File: src/rtl/pifo_pkg.sv
// rtl/pifo_pkg.sv - shared encodings and task-word layout for the PIFO task arbiter
package pifo_pkg;

  typedef enum logic [1:0] {
    RPU_IDLE = 2'b00,
    RPU_PUSH = 2'b01,
    RPU_POP  = 2'b10,
    RPU_WAIT = 2'b11
  } rpu_state_e;

  typedef enum logic [1:0] {
    ARB_IDLE  = 2'b00,
    ARB_GRANT = 2'b01,
    ARB_HOLD  = 2'b10
  } arb_state_e;

  // Task word, MSB first: {op (1 = push), tree_id, payload}
  localparam int PAYLOAD_LSB = 0;

  function automatic int tree_lsb(input int ptw);
    return ptw;
  endfunction

  function automatic int op_bit(input int ptw, input int tree_bits);
    return ptw + tree_bits;
  endfunction

endpackage

File: src/rtl/pifo_rr_pick.sv
// rtl/pifo_rr_pick.sv - combinational round-robin pick: first requester at or after ptr
module pifo_rr_pick #(
  parameter int N = 4,
  parameter int W = $clog2(N)
) (
  input  logic [N-1:0] req,
  input  logic [W-1:0] ptr,
  output logic [N-1:0] gnt,
  output logic [W-1:0] idx
);

  logic found;

  // N is a power of two, so the W-bit sum wraps modulo N on its own
  always_comb begin
    gnt   = '0;
    idx   = '0;
    found = 1'b0;
    for (int i = 0; i < N; i++) begin
      if (!found && req[ptr + W'(i)]) begin
        found               = 1'b1;
        idx                 = ptr + W'(i);
        gnt[ptr + W'(i)]    = 1'b1;
      end
    end
  end

endmodule

File: src/rtl/pifo_task_arbiter.sv
// rtl/pifo_task_arbiter.sv - round-robin dispatch of task FIFO heads to PIFO root RPUs
// Define PIFO_ARB_STATS_EN to add per-RPU issue counters and a saturating conflict counter.
module pifo_task_arbiter
  import pifo_pkg::*;
#(
  parameter int PTW           = 16,
  parameter int LEVEL         = 4,
  parameter int TREE_NUM      = 4,
  parameter int TREE_NUM_BITS = $clog2(TREE_NUM),
  parameter int ISSUE_GAP     = 2
) (
  input  logic                                   i_clk,
  input  logic                                   i_arst_n,
  input  logic [LEVEL*(PTW+TREE_NUM_BITS+1)-1:0] i_fifo_data,
  input  logic [LEVEL-1:0]                       i_fifo_empty,
  input  logic [2*LEVEL-1:0]                     i_rpu_state_nxt,
  output logic [LEVEL-1:0]                       o_fifo_pop,
  output logic [LEVEL-1:0]                       o_rpu_push,
  output logic [LEVEL-1:0]                       o_rpu_pop,
  output logic [LEVEL*TREE_NUM_BITS-1:0]         o_rpu_tree_id,
  output logic [LEVEL*PTW-1:0]                   o_rpu_push_data
`ifdef PIFO_ARB_STATS_EN
  ,
  output logic [LEVEL*32-1:0]                    o_issue_cnt,
  output logic [31:0]                            o_conflict_cnt
`endif
);

  localparam int TW  = PTW + TREE_NUM_BITS + 1;
  localparam int LW  = $clog2(LEVEL);
  localparam int OPB = op_bit(PTW, TREE_NUM_BITS);
  localparam int TRL = tree_lsb(PTW);
  localparam int HW  = (ISSUE_GAP > 1) ? $clog2(ISSUE_GAP) : 1;

  logic [LW-1:0]                 target [LEVEL];
  logic [LEVEL-1:0][LEVEL-1:0]   req;
  logic [LEVEL-1:0][LEVEL-1:0]   gnt;
  logic [LEVEL-1:0][LW-1:0]      win;
  logic [LEVEL-1:0]              decide;

  // LEVEL is a power of two, so truncating the tree id gives tree_id mod LEVEL
  for (genvar q = 0; q < LEVEL; q++) begin : g_fifo
    assign target[q] = LW'(i_fifo_data[q*TW+TRL +: TREE_NUM_BITS]);
  end

  for (genvar r = 0; r < LEVEL; r++) begin : g_rpu
    arb_state_e          state;
    arb_state_e          state_next;
    logic [HW-1:0]       hold_cnt;
    logic [LW-1:0]       rr_ptr;
    logic [TW-1:0]       task_q;
    logic                push_o;
    logic                pop_o;
    logic [TREE_NUM_BITS-1:0] tid_o;
    logic [PTW-1:0]      data_o;

    for (genvar q = 0; q < LEVEL; q++) begin : g_req
      assign req[r][q] = !i_fifo_empty[q] && (target[q] == LW'(r));
    end

    assign decide[r] = (state == ARB_IDLE) && (i_rpu_state_nxt[2*r +: 2] == RPU_IDLE) && (|req[r]);

    pifo_rr_pick #(.N(LEVEL)) u_pick (
      .req (req[r]),
      .ptr (rr_ptr),
      .gnt (gnt[r]),
      .idx (win[r])
    );

    always_ff @(posedge i_clk or negedge i_arst_n) begin
      if (!i_arst_n) state <= ARB_IDLE;
      else           state <= state_next;
    end

    always_ff @(posedge i_clk or negedge i_arst_n) begin
      if (!i_arst_n) begin
        hold_cnt <= '0;
        rr_ptr   <= '0;
        task_q   <= '0;
      end else begin
        if (decide[r]) begin
          task_q <= i_fifo_data[win[r]*TW +: TW];
          rr_ptr <= win[r] + 1'b1;
        end
        if (state == ARB_GRANT)     hold_cnt <= HW'(ISSUE_GAP - 1);
        else if (state == ARB_HOLD) hold_cnt <= hold_cnt - 1'b1;
      end
    end

    // Leaving HOLD as the count reaches zero keeps the rate at one task per ISSUE_GAP+1 cycles
    always_comb begin
      state_next = state;
      case (state)
        ARB_IDLE:  if (decide[r]) state_next = ARB_GRANT;
        ARB_GRANT: state_next = (ISSUE_GAP == 1) ? ARB_IDLE : ARB_HOLD;
        ARB_HOLD:  if (hold_cnt <= HW'(1)) state_next = ARB_IDLE;
        default:   state_next = ARB_IDLE;
      endcase
    end

    always_comb begin
      push_o = 1'b0;
      pop_o  = 1'b0;
      tid_o  = '0;
      data_o = '1;
      if (state == ARB_GRANT) begin
        push_o = task_q[OPB];
        pop_o  = !task_q[OPB];
        tid_o  = task_q[TRL +: TREE_NUM_BITS];
        if (task_q[OPB]) data_o = task_q[PAYLOAD_LSB +: PTW];
      end
    end

    assign o_rpu_push[r]                                   = push_o;
    assign o_rpu_pop[r]                                    = pop_o;
    assign o_rpu_tree_id[r*TREE_NUM_BITS +: TREE_NUM_BITS] = tid_o;
    assign o_rpu_push_data[r*PTW +: PTW]                   = data_o;
  end

  always_comb begin
    o_fifo_pop = '0;
    for (int r = 0; r < LEVEL; r++) begin
      if (decide[r]) o_fifo_pop = o_fifo_pop | gnt[r];
    end
    if (!i_arst_n) o_fifo_pop = '0;
  end

`ifdef PIFO_ARB_STATS_EN
  logic [LEVEL*32-1:0] issue_cnt;
  logic [31:0]         conflict_cnt;
  logic [31:0]         losers;
  logic [32:0]         conflict_sum;

  always_comb begin
    losers = '0;
    for (int r = 0; r < LEVEL; r++) begin
      if (decide[r]) losers = losers + 32'($countones(req[r])) - 32'd1;
    end
  end

  assign conflict_sum = {1'b0, conflict_cnt} + {1'b0, losers};

  always_ff @(posedge i_clk or negedge i_arst_n) begin
    if (!i_arst_n) begin
      issue_cnt    <= '0;
      conflict_cnt <= '0;
    end else begin
      for (int r = 0; r < LEVEL; r++) begin
        issue_cnt[r*32 +: 32] <= issue_cnt[r*32 +: 32] + 32'(o_rpu_push[r] | o_rpu_pop[r]);
      end
      conflict_cnt <= conflict_sum[32] ? '1 : conflict_sum[31:0];
    end
  end

  assign o_issue_cnt    = issue_cnt;
  assign o_conflict_cnt = conflict_cnt;
`endif

endmodule

File: config.mk
export PLATFORM = sky130hd
export DESIGN_NAME = pifo_task_arbiter
export DESIGN_NICKNAME = d
export VERILOG_FILES = /design/src/rtl/pifo_pkg.sv /design/src/rtl/pifo_rr_pick.sv /design/src/rtl/pifo_task_arbiter.sv
export SDC_FILE = /design/constraint.sdc
export NUM_CORES = 1
export LEC_CHECK = 0
export BUFFER_PORTS_ARGS = -buffer_cell sky130_fd_sc_hd__buf_2
export CAP_MARGIN = 20
export CORE_AREA = 2 2 128 130
export DETAILED_ROUTE_END_ITERATION = 16
export DIE_AREA = 0 0 130 132
export PLACE_DENSITY_LB_ADDON = 0.25
export SYNTH_ARGS = -nofsm -noshare
export SYNTH_HDL_FRONTEND = slang
export SYNTH_SLANG_ARGS = --single-unit
File: constraint.sdc
create_clock -name i_clk -period 6.45 [get_ports i_clk]
set_input_delay 0 -clock i_clk [delete_from_list [all_inputs] [get_ports i_clk]]
set_output_delay 0 -clock i_clk [all_outputs]
set_load 0.02 [all_outputs]
* Word level (Yosys, flattened, before mapping) *
Cells that the tools add are included.

word-level totals
  register bits = 96
  input port bits = 90
  output and inout port bits = 84
  logic and storage cells = 372

cells by class
  add/subtract/negate cells = 20
  multiply operators = 4
  $lt $le $gt $ge = 36
  eq/ne operators = 28
  shift operators = 4
  multiplexer cells = 153
  bitwise gates (word level) = 15
  reductions and logical operators = 96

operators by type and width
  cell                 count
  $shiftx 76x8->19     4
  $mux 16              8
  $mux 4               21
  $mux 1               60
  $or 4x4->4           15
  $mux 2               28
  $logic_and 1x1->1    52
  $lt 2x3->1 const B   16
  $bmux 1 s2           16
  $demux 1 s2          16
  $ge 2x1->1 const B   16
  $mul 2x5->7 const B  4
  $eq 2x2->1 const B   12
  $logic_not 2->1      12
  $pmux 2 s3           4
  $logic_not 1->1      20
  $add 2x1->2 const B  8
  $add 2x2->2 const B  8
  $eq 2x1->1 const B   8
  $reduce_or 4->1      4
  $ne 2x1->1 const B   4
  $ne 2x2->1 const B   4
  $reduce_and 2->1     4
  $reduce_bool 2->1    4
  2 further kinds      8

* Depth between registers and ports, before layout *
Gate-level depths: netlist (run 1).

  depth after elaboration = 22
  mapped depth = 13
  depth with buffers taken out = 9

* By module *
From an unflattened synthesis (run 1), not the netlist that was laid out.

unflattened totals
  cells, all modules = 666
  area, all modules = 8,097.8 um^2

by module, submodules not included
  module                               instances  cells an instance  area an instance (um^2)
  pifo_task_arbiter                    1          442                6,261.0
  pifo_rr_pick at g_rpu[1].u_pick ...  2          65                 489.2
  pifo_rr_pick at g_rpu[3].u_pick      1          48                 439.2
  pifo_rr_pick at g_rpu[0].u_pick      1          46                 419.2

* Worst setup path after synthesis (run 1) *
Ideal clock, no wire load.

  path kind = flip-flop to flip-flop
  start point = register g_rpu[3].rr_ptr[0]
  end point = register g_rpu[3].task_q[0]
  setup time = 0.149 ns
  arrival time = 2.990 ns
  data required time = 6.301 ns
  slack = 3.311 ns
  cell stages (with the launch flop) = 13
  buffers on the path = 3
  clock period less this slack = 3.139 ns
  cells stage by stage = dfrtp_1 > buf_2 > clkinv_1 > ha_1 > clkinv_1 > mux4_2 > o2111ai_1 > o21ai_1 > o21ba_2 > buf_2 > buf_4 > mux2i_1 > o221ai_1

between the ends
  word-level cells in the longest chain between the ends = 14
  elaborated cells on any way between the ends = 26
  those cells by class = add/sub: 3; mul: 1; shift: 1; mux: 15; reduce/logical: 6

ends and longest elaborated chain
  item                                                                  line                     source
  from (decl)                                                           pifo_task_arbiter.sv:50  logic [LW-1:0] rr_ptr;
  from (signal assigned)                                                pifo_task_arbiter.sv:83  rr_ptr <= win[r] + 1'b1;
  parallel branches: the longest is 11 deep, another holds $add 2x1->2  -
  $mux 2 *                                                              pifo_rr_pick.sv:20       if (!found && req[ptr + W'(i)]) begin
  $mul 2x5->7 *                                                         pifo_task_arbiter.sv:82  task_q <= i_fifo_data[win[r]*TW +: TW];
  $shiftx 76x8->19 *                                                    pifo_task_arbiter.sv:82
  to (signal assigned)                                                  pifo_task_arbiter.sv:82
  to (decl)                                                             pifo_task_arbiter.sv:51  logic [TW-1:0] task_q;

Every way passes the cells marked *. The select of a mux whose other input is x is not followed.
A chain may end at the register's enable or synchronous reset.

* Final worst setup path (run 1) *
  start point = register g_rpu[0].rr_ptr[0]
  end point = register g_rpu[0].task_q[9]

between the ends
  word-level cells in the longest chain between the ends = 14
  elaborated cells on any way between the ends = 26
  those cells by class = add/sub: 3; mul: 1; shift: 1; mux: 15; reduce/logical: 6

ends and longest elaborated chain
  item                                                                  line
  from (decl)                                                           pifo_task_arbiter.sv:50
  from (signal assigned)                                                pifo_task_arbiter.sv:83
  parallel branches: the longest is 11 deep, another holds $add 2x1->2  -
  $mux 2 *                                                              pifo_rr_pick.sv:20
  $mul 2x5->7 *                                                         pifo_task_arbiter.sv:82
  $shiftx 76x8->19 *                                                    pifo_task_arbiter.sv:82
  to (signal assigned)                                                  pifo_task_arbiter.sv:82
  to (decl)                                                             pifo_task_arbiter.sv:51

Marks and branches as above.

==> results of run 1 <==
==> synth_stat cells (9+ instances only) <==
| cell type | number |
|---|---|
| a21oi_1 | 18 |
| a22o_1 | 9 |
| and2_1 | 12 |
| buf_2 | 13 |
| buf_4 | 18 |
| clkbuf_1 | 25 |
| dfrtp_1 | 92 |
| ha_1 | 24 |
| inv_1 | 17 |
| mux2i_1 | 152 |
| mux4_2 | 9 |
| nand2_1 | 116 |
| nand3_1 | 12 |
| nor2_1 | 18 |
| nor2b_1 | 10 |
| nor3_1 | 20 |
| nor3b_1 | 9 |
| o21ai_0 | 17 |
| o21ai_1 | 11 |
| o221ai_1 | 68 |
| or2_2 | 64 |
==> what timing repair did <==
item,4_1_cts,5_1_grt
hold buffers,3,0
buffers inserted,0,0
hold endpoints to repair,24,0
==> per-stage QoR <==
stage	setup slack, ns	total power [mW]
after floorplan	3.31	2.29
after global placement	2.71	2.55
after CTS	2.63	3.17
final	2.58	3.18
after global routing	2.33	3.39
after detailed placement	2.67	2.57
==> critical path, delay by kind of cell (launching register included) <==
| kind | cells | cell delay, ns |
|---|---|---|
| buf+inv | 2 | 0.38 |
| compound gates | 3 | 1.04 |
| flops | 1 | 0.67 |
| fa+ha+maj | 1 | 0.49 |
| simple gates | 2 | 1.10 |
==> power by group through the flow <==
| stage | Sequential (mW) | Combinational, mW | Clock, mW |
|---|---|---|---|
| 4_1_cts | 0.968 | 1.61 | 0.592 |
| 3_3_place_gp | 0.971 | 1.58 | 0 |
| 2_1_floorplan | 0.900 | 1.40 | 0 |
| 5_1_grt | 1.00 | 1.77 | 0.613 |
| 6_report | 0.973 | 1.62 | 0.583 |
| 3_5_place_dp | 0.975 | 1.60 | 0 |
==> layout make-up <==
cell class | instances | share of cell area [%]
Antenna cell | 1 | 0.0279
Multi-Input combinational cell | 663 | 55.6
Clock buffer | 12 | 2.75
Tap cell | 216 | 3.01
Clock inverter | 4 | 0.809
Timing Repair Buffer | 188 | 11.3
Inverter | 20 | 0.837
Sequential cell | 92 | 25.7
==> kinds of logic (layout without fill, tap and decap cells) <==
logic type / Yosys count / after routing
simple gates: 303 / 303
compound gates: 171 / 171
mux: 161 / 161
flops: 92 / 92
buf+inv: 84 / 224
fa+ha+maj: 24 / 24
xor+xnor: 4 / 4
other cells: 0 / 1
==> sequential cells by signal, summed over array words and instances, names as in the netlist <==
register	cells
g_rpu.task_q	76
g_rpu.state	8
g_rpu.rr_ptr	8
==> per-layer routing <==
layer / part of all wire (%) / wire length (µm)
met5: 0 / 0
met1: 43 / 10500
met2: 48 / 11600
met3: 6.4 / 1540
met4: 2.4 / 583
==> path summary, 6_finish.rpt <==
| check | startpoint | to | cells after the start |
|---|---|---|---|
| max | g_rpu[0].rr_ptr[0] | g_rpu[0].task_q[9] | 8 |
| min | i_fifo_data[34] | g_rpu[3].task_q[15] | 3 |
| max reg2reg | g_rpu[0].rr_ptr[0] | g_rpu[0].task_q[9] | 8 |
| min reg2reg | g_rpu[1].task_q[16] | g_rpu[1].task_q[16] | 1 |
| max in group asynchronous | i_arst_n | g_rpu[0].task_q[15] | 3 |
| min in group asynchronous | i_arst_n | g_rpu[1].rr_ptr[1] | 2 |
==> run_results.csv, run 1 <==
group,metric,value,unit
synth,synthMuxAreaShare,22.3,%
synth,yosys-top-cells-area,"dfrtp_1 30%, mux2i_1 20%, o221ai_1 7.7%",
routing,drtIter0Drc,737,
setup_path,crit_slowest_cell,"nand2b_1",
placed_design,placed_cells,1174,
clock_network,clk_pin_slew_worst_paths,0.07,ns
setup_path,critPathMaxStageDelay,0.77,ns
floorplanning,pin_count,174,
pwr,sw_frac_of_total,41.6,%
timing,min_period_over_period,60.0,%
routing,first_pass_iters,5,
floorplanning,die_area,0.0172,mm²
setup_path,crit_chain,"inv_1, ha_1, o32a_1, nor2b_1, inv_1, a31oi_1, nand2b_1, o221ai_1",
routing,avgRoutedWirePerCell,20.3,µm
synth,synth_cell_types,58,
final_layout,final_cell_mix,"172 x buf_2, 152 x mux2i_1, 116 x nand2_1, 92 x dfrtp_1, 68 x o221ai_1",
setup_path,start_kind,"register",
clock_network,cts_num_sinks,92,
timing,timing.hold.ws,0.0215,ns
synth,synth_compound_area_share,17.0,%
floorplanning,core.rowCount,46,
pwr,p_per_area,354,mW/mm²
pwr,internal-power,1.86,mW
final_layout,fin_area,0.00897,mm²
floorplanning,die_y,132,µm
synth,synth_top_area_share,29.8,%
run_status,status,"finished clean",
pwr,p_leak,4.14,nW
clock_network,post_cts_resized,0,
synth,yosysSeqAreaShare,29.8,%
final_layout,post-route-util,57.1,%
synth,syn_area,0.00772,mm²
setup_path,cp-end-kind,"register",
worst_hold_path,hold_class,"input pin to register",
final_layout,syn_to_final_growth,16.2,%
placed_design,gp_congestion,0.944,
global_routing,busiest_layer,"met2",
placed_design,placed_area,0.00858,mm²
synth,syn_avg_cell_area,9.20,µm²
clock_network,clk_latency,0.35,ns
setup_path,reg2reg_slack,2.58,ns
synth,synth_fa_ha_area_share,3.89,%
final_layout,final_common_cell,"buf_2",
pwr,seqPwrFrac,30.6,%
timing,worst_slew_pin_slew,1.05,ns
timing,period_needed,3.87,ns
global_routing,grt_overflow_total,0,
routing,drt.antenna.violating_nets,0,
clock_network,cts_made_buffers,9,
final_layout,seq_area,0.00230,mm²
final_layout,nets,1088,
synth,synth_top_area_cell,"dfrtp_1",
pwr,vdd_drop_max,0.000207,V
floorplanning,start_util,49.1,%
global_routing,use_met2,46.1,%
placed_design,hpwl,16.9,mm
final_layout,finalNonFillerCells,1196,
global_routing,grt_pass1_vias,7096,
final_layout,multiInputGateArea,0.00499,mm²
pwr,power.share.clock,18.4,%
final_layout,fillCellCount,1455,
timing,rsz0062_at_grt,"no",
pwr,p_comb_share,51.0,%
setup_path,cp.arrival,4.05,ns
synth,yosysWarningCount,0,
synth,synth-simple-area-share,20.3,%
timing,fmax,0.259,GHz
global_routing,grtUsageMet1,38.7,%
clock_network,h-tree-depth,3,
timing,slew_viol_final,0,
synth,synth_top_family_by_area,"multiplexers",
final_layout,drive_gt1_share,28.6,%
timing,slew_headroom,29.6,%
routing,post-route-drc-count,0,
routing,drt-vias-per-instance,6.11,
global_routing,grt_pass1_wl,38.6,mm
routing,drt-total-wl,24.2,mm
clock_network,cts_tree,"done",
synth,netlist_instances,839,
timing,setup_viol,0,
global_routing,grtUsageTotal,28.3,%
placed_design,io_buffers,173,
global_routing,antenna_found_initial,1,
floorplanning,core_area,0.0157,mm²
timing,hold_viol,0,
setup_path,crit_required,6.63,ns
synth,synth_xor_area_share,0.454,%
synth,synth_nets,953,
routing,vias,7306,
flow_run,cap_violations,0,
clock_network,root_buffer,"clkbuf_16",
global_routing,globalRouteMet3Util,4.34,%
synth,ys.flop_type,"dfrtp_1",
synth,synth_edf_count,0,
timing,setup-tns-final,0,ns
floorplanning,die_x,130,µm
setup_path,crit_type,"register to register",
synth,synth-seq-cells,92,
global_routing,grt_max_degree,70,
pwr,p_sw,1.32,mW
clock_network,cts_max_path_buffers,2,
setup_path,cp_max_fo,18,
setup_path,crit_top_cell,"inv_1",
timing,skew,0.00790,ns
synth,synthArstFlopShare,100,%
(Power assumes the default switching activity.)
==> inputs of run 2 (changes only) <==
- clock period: 6.45 -> 3.2 ns (I/O delays scaled with it)
==> run_results.csv, run 2 (synthesis results as in run 1) <==
group,metric,value,unit
run_status,status,"finished clean",
pwr,p_comb_share,53.2,%
final_layout,syn_to_final_growth,20.7,%
routing,first_pass_iters,5,
pwr,p_sw,2.74,mW
timing,rsz0062_at_grt,"no",
setup_path,cp-end-kind,"output port",
placed_design,hpwl,17.2,mm
final_layout,nets,1121,
clock_network,root_buffer,"clkbuf_16",
final_layout,final_common_cell,"buf_2",
floorplanning,pin_count,174,
timing,slew_viol_final,0,
timing,setup_viol,0,
global_routing,grt_overflow_total,0,
pwr,sw_frac_of_total,40.7,%
setup_path,worstRegToRegCells,10,
setup_path,cp_max_fo,7,
placed_design,io_buffers,173,
setup_path,reg2reg_slack,0.40,ns
clock_network,cts_max_path_buffers,2,
routing,wl_met1,10.9,mm
final_layout,largest_reg_flops,76,
worst_hold_path,holdPathEnd,"g_rpu[1].task_q[18]",
global_routing,antenna_found_initial,1,
global_routing,grt_pass1_vias,7058,
pwr,power.share.clock,19.1,%
clock_network,cts_setup_buffers,0,
routing,avgRoutedWirePerCell,20.0,µm
final_layout,drive_gt1_share,32.1,%
final_layout,top_regs,"g_rpu.task_q x76, g_rpu.rr_ptr x8, g_rpu.state x8",
pwr,internal-power,4.00,mW
setup_path,cp.arrival,3.00,ns
worst_hold_path,holdPathStages,3,
routing,dr_wl_met3,1.68,mm
global_routing,grt_max_degree,50,
timing,period_needed,3.00,ns
global_routing,grt_pass1_wl,39.0,mm
clock_network,cts_num_sinks,92,
clock_network,clk_pin_slew_worst_paths,0.07,ns
flow_run,cap_violations,0,
routing,vias,7436,
routing,drtIter0Drc,623,
final_layout,final_cell_mix,"172 x buf_2, 152 x mux2i_1, 116 x nand2_1, 89 x dfrtp_1, 68 x o221ai_1",
final_layout,fillCellCount,1407,
pwr,power,6.74,mW
final_layout,regMostFlops,"g_rpu.task_q",
setup_path,rr_endpoint,"g_rpu[3].task_q[10]",
floorplanning,die_area,0.0172,mm²
clock_network,clk_latency,0.35,ns
floorplanning,core_area,0.0157,mm²
floorplanning,die_x,130,µm
global_routing,grtUsageTotal,28.9,%
setup_path,regToRegStartpoint,"g_rpu[3].rr_ptr[1]",
timing,min_period_over_period,93.8,%
routing,drt-vias-per-instance,6.06,
clock_network,h-tree-depth,3,
routing,top_layer,"met4",
timing,fmax,0.333,GHz
clock_network,cts_tree,"done",
placed_design,gp_congestion,0.904,
worst_hold_path,hold_class,"input pin to register",
clock_network,cts_made_buffers,9,
floorplanning,core.rowCount,46,
timing,setup-tns-final,0,ns
placed_design,placed_area,0.00893,mm²
routing,post-route-drc-count,0,
setup_path,crit_required,3.20,ns
final_layout,fin_area,0.00932,mm²
setup_path,crit_type,"register to output port",
pwr,p_leak,4.33,nW
routing,drt.antenna.violating_nets,0,
floorplanning,start_util,49.1,%
worst_hold_path,min_from,"i_fifo_data[75]",
setup_path,start_kind,"register",
timing,hold_viol,0,
pwr,p_per_area,723,mW/mm²
pwr,vdd_drop_max,0.000414,V
routing,dr_wl_met2,11.3,mm
routing,drt-total-wl,24.5,mm
final_layout,diodes,0,
floorplanning,die_y,132,µm
timing,slew_headroom,45.1,%
timing,worst_slew_pin_slew,0.818,ns
timing,skew,0.0139,ns
pwr,seqPwrFrac,27.7,%
-- run 2: what timing repair did --
action	4_1_cts	5_1_grt
hold buffers	1	0
pin swaps	0	0
resized for setup	1	9
hold endpoints to repair	43	0
setup endpoints to repair	4	4
-- run 2: worst max-delay path, stage by stage, from the launching register on --
cell and delay [ns]:
dfrtp_2 0.43, inv_1 0.08, ha_1 0.33, clkinv_1 0.09, buf_4 0.15, mux4_2 0.55, nand2_1 0.09, a31oi_1 0.08
a21oi_1 0.14, nor2_1 0.10, o41a_1 0.45, buf_2 0.16
-- run 2: how the worst max path moves through the flow --
stage          slack, ns  cells after the start            endpoint                from
3_5_place_dp        0.25                      8       o_fifo_pop[2]  g_rpu[2].rr_ptr[0]
5_1_grt            0.008                     11       o_fifo_pop[3]  g_rpu[3].rr_ptr[1]
6_report            0.20                     11       o_fifo_pop[3]  g_rpu[3].rr_ptr[1]
4_1_cts             0.03                      8       o_fifo_pop[1]  g_rpu[2].rr_ptr[0]
3_3_place_gp        0.34                      8       o_fifo_pop[1]  g_rpu[2].rr_ptr[0]
2_1_floorplan       0.06                     12  g_rpu[3].task_q[0]  g_rpu[3].rr_ptr[0]
-- run 2: power by group through the flow --
stage	sequential [mW]	combinational, mW	clock [mW]
2_1_floorplan	1.81	2.81	0
3_3_place_gp	1.86	3.49	0
3_5_place_dp	1.86	3.54	0
4_1_cts	1.86	3.55	1.29
5_1_grt	1.92	3.92	1.34
6_report	1.86	3.59	1.29
-- run 2: metrics by stage --
| stage | worst slack (ns) | instances | utilization [%] | hold WS (ns) |
|---|---|---|---|---|
| 2_1_floorplan | 0.0606 | 839 | - | -0.296 |
| 3_3_place_gp | 0.339 | 1210 | 56.7 | 0.0645 |
| 3_5_place_dp | 0.253 | 1211 | 56.8 | 0.0768 |
| 4_1_cts | 0.0267 | 1228 | 59.1 | 0.00583 |
| 5_1_grt | 0.00787 | 1228 | 59.3 | 0.0207 |
| 6_report | 0.198 | 1228 | 59.3 | 0.0209 |
-- run 2: layout make-up --
class	count	area (µm²)	area share, %
multi-input combinational	663	5020	53.9
sequential	92	2310	24.8
timing repair buffer	221	1300	14.0
tap	216	270	2.90
clock buffer	10	229	2.46
clock inverter	6	118	1.26
inverter	20	75.1	0.806
-- run 2: layer usage --
layer | vias to the layer above | global-route usage, %
met2 | 307 | 44.3
li1 | 3458 | -
met4 | 0 | 9.44
met5 | - | 0
met1 | 3625 | 41.8
met3 | 46 | 4.46
==> inputs of run 3 (changes only) <==
- PLACE_DENSITY: default -> 0.76
- PLACE_DENSITY_LB_ADDON: 0.25 -> default
==> run_results.csv, run 3 (synthesis results as in run 1) <==
group,metric,value,unit
global_routing,grt_pass1_vias,7211,
timing,slew_viol_final,0,
timing,fmax,0.332,GHz
floorplanning,core.rowCount,46,
routing,vias,7442,
routing,avgRoutedWirePerCell,19.6,µm
final_layout,regMostFlops,"g_rpu.task_q",
setup_path,cp.arrival,3.01,ns
placed_design,hpwl,16.9,mm
floorplanning,core_area,0.0157,mm²
final_layout,nets,1122,
floorplanning,start_util,49.1,%
timing,skew,0.00528,ns
setup_path,critPathMaxStageDelay,0.55,ns
global_routing,grtUsageTotal,27.8,%
run_status,status,"finished clean",
setup_path,cp-startpoint,"g_rpu[3].rr_ptr[1]",
placed_design,placed_cells,1208,
timing,rsz0062_at_grt,"no",
setup_path,start_kind,"register",
final_layout,fin_area,0.00928,mm²
global_routing,antenna_found_initial,2,
final_layout,largest_reg_flops,76,
setup_path,crit_family,"compound AO/OA/AOI/OAI gates",
pwr,p_per_area,713,mW/mm²
routing,drtIter0Drc,546,
routing,post-route-drc-count,0,
pwr,p_leak,4.32,nW
timing,setup_viol,0,
routing,drt.antenna.violating_nets,0,
setup_path,cp-end-kind,"output port",
floorplanning,die_area,0.0172,mm²
placed_design,gp_congestion,0.898,
timing,hold_viol,0,
global_routing,grt_overflow_total,0,
clock_network,clk_pin_slew_worst_paths,0.07,ns
routing,first_pass_iters,5,
final_layout,final_cell_mix,"172 x buf_2, 152 x mux2i_1, 116 x nand2_1, 90 x dfrtp_1, 68 x o221ai_1",
flow_run,cap_violations,0,
final_layout,diodes,0,
placed_design,io_buffers,173,
floorplanning,die_y,132,µm
timing,timing.hold.ws,0.0108,ns
floorplanning,pin_count,174,
worst_hold_path,hold_class,"input pin to register",
clock_network,cts_num_sinks,92,
routing,drt-vias-per-instance,6.06,
final_layout,drive_gt1_share,31.6,%
timing,worst_slew_pin_slew,0.700,ns
final_layout,final_common_cell,"buf_2",
pwr,vdd_drop_max,0.000317,V
clock_network,cts_max_path_buffers,2,
placed_design,placed_area,0.00890,mm²
setup_path,cp_max_fo,7,
clock_network,h-tree-depth,3,
setup_path,critPathBufInv,4,
worst_hold_path,min_from,"i_fifo_data[34]",
final_layout,top_regs,"g_rpu.task_q x76, g_rpu.rr_ptr x8, g_rpu.state x8",
timing,period_needed,3.01,ns
setup_path,regToRegStartpoint,"g_rpu[3].rr_ptr[1]",
clock_network,root_buffer,"clkbuf_16",
setup_path,crit_slowest_cell,"mux4_2",
timing,setup-tns-final,0,ns
floorplanning,die_x,130,µm
clock_network,cts_tree,"done",
setup_path,crit_required,3.20,ns
timing,min_period_over_period,94.1,%
setup_path,crit_type,"register to output port",
global_routing,grt_max_degree,41,
global_routing,grt_pass1_wl,37.9,mm
final_layout,finalNonFillerCells,1229,
routing,drt-total-wl,24.1,mm
setup_path,crit_chain,"inv_2, ha_1, clkinv_1, buf_4, mux4_2, nand2_1, a31oi_1, a21oi_1, nor2_1, o41a_1, buf_2",
timing,slew_headroom,53.3,%
final_layout,syn_to_final_growth,20.2,%
clock_network,clk_latency,0.36,ns
clock_network,cts_made_buffers,9,
final_layout,fillCellCount,1374,
==> run 3: changes by cell type in the layout (fill, tap and decap cells not counted), sizes merged <==
cell,change
dlygate4sd3,+4
buf,-3
clkinv,+3
bufinv,-2
clkinvlp,-1
==> run 3: path summary, 6_finish.rpt <==
path	endpoint	slack [ns]	depth (start not counted)
max in group asynchronous	g_rpu[1].task_q[18]	2.25	3
min in group asynchronous	g_rpu[2].task_q[7]	0.10	2
worst min register to register	g_rpu[3].task_q[17]	0.46	1
worst min-delay path	g_rpu[3].task_q[15]	0.01	3
worst max-delay path	o_fifo_pop[3]	0.19	11
worst max register to register	g_rpu[3].task_q[14]	0.36	10
==> run 3: repair_timing <==
item                                    CTS  global route
gates resized for setup                   1             7
endpoints found under the hold margin    22             0
setup buffers                             0             0
endpoints found under the setup margin    4             5
hold buffers                              5             0
==> run 3: report_power, final <==
part / switching (mW) / internal [mW] / total, mW
registers: 0.246 / 1.60 / 1.85
clock network: 0.522 / 0.636 / 1.16
logic: 1.98 / 1.63 / 3.61
total: 2.75 / 3.86 / 6.61
==> run 3: routing by layer <==
metal	part of all wire (%)	up-vias	wire length, µm	GRT usage, %
li1	-	3458	-	-
met1	44	3616	10600	37.9
met2	46	325	11200	44.2
met3	7.6	41	1830	5.80
met4	2.0	2	478	8.30
met5	0.033	-	8	0
==> run 3: cell type report <==
cell class | instances | area [µm²] | share of cell area (%)
clock buffers | 10 | 239 | 2.58
repair buffers | 222 | 1310 | 14.1
well taps | 216 | 270 | 2.91
flip-flops and latches | 92 | 2300 | 24.8
clock inverters | 6 | 68.8 | 0.742
inverters | 20 | 75.1 | 0.809
multi-input cells | 663 | 5010 | 54.0
==> run 3: tightest hold or removal path, stage by stage <==
cell and delay (ns):
buf_2 0.11, mux2i_1 0.07, o221ai_1 0.15
==> run 3: metrics by stage <==
| step | util [%] | setup WS (ns) | total power, mW |
|---|---|---|---|
| floorplan | - | 0.0606 | 4.63 |
| global placement | 56.6 | 0.288 | 5.30 |
| detailed placement | 56.6 | 0.278 | 5.39 |
| CTS | 58.9 | 0.0433 | 6.57 |
| global route | 59.0 | 0.0551 | 7.04 |
| finish | 59.0 | 0.187 | 6.61 |
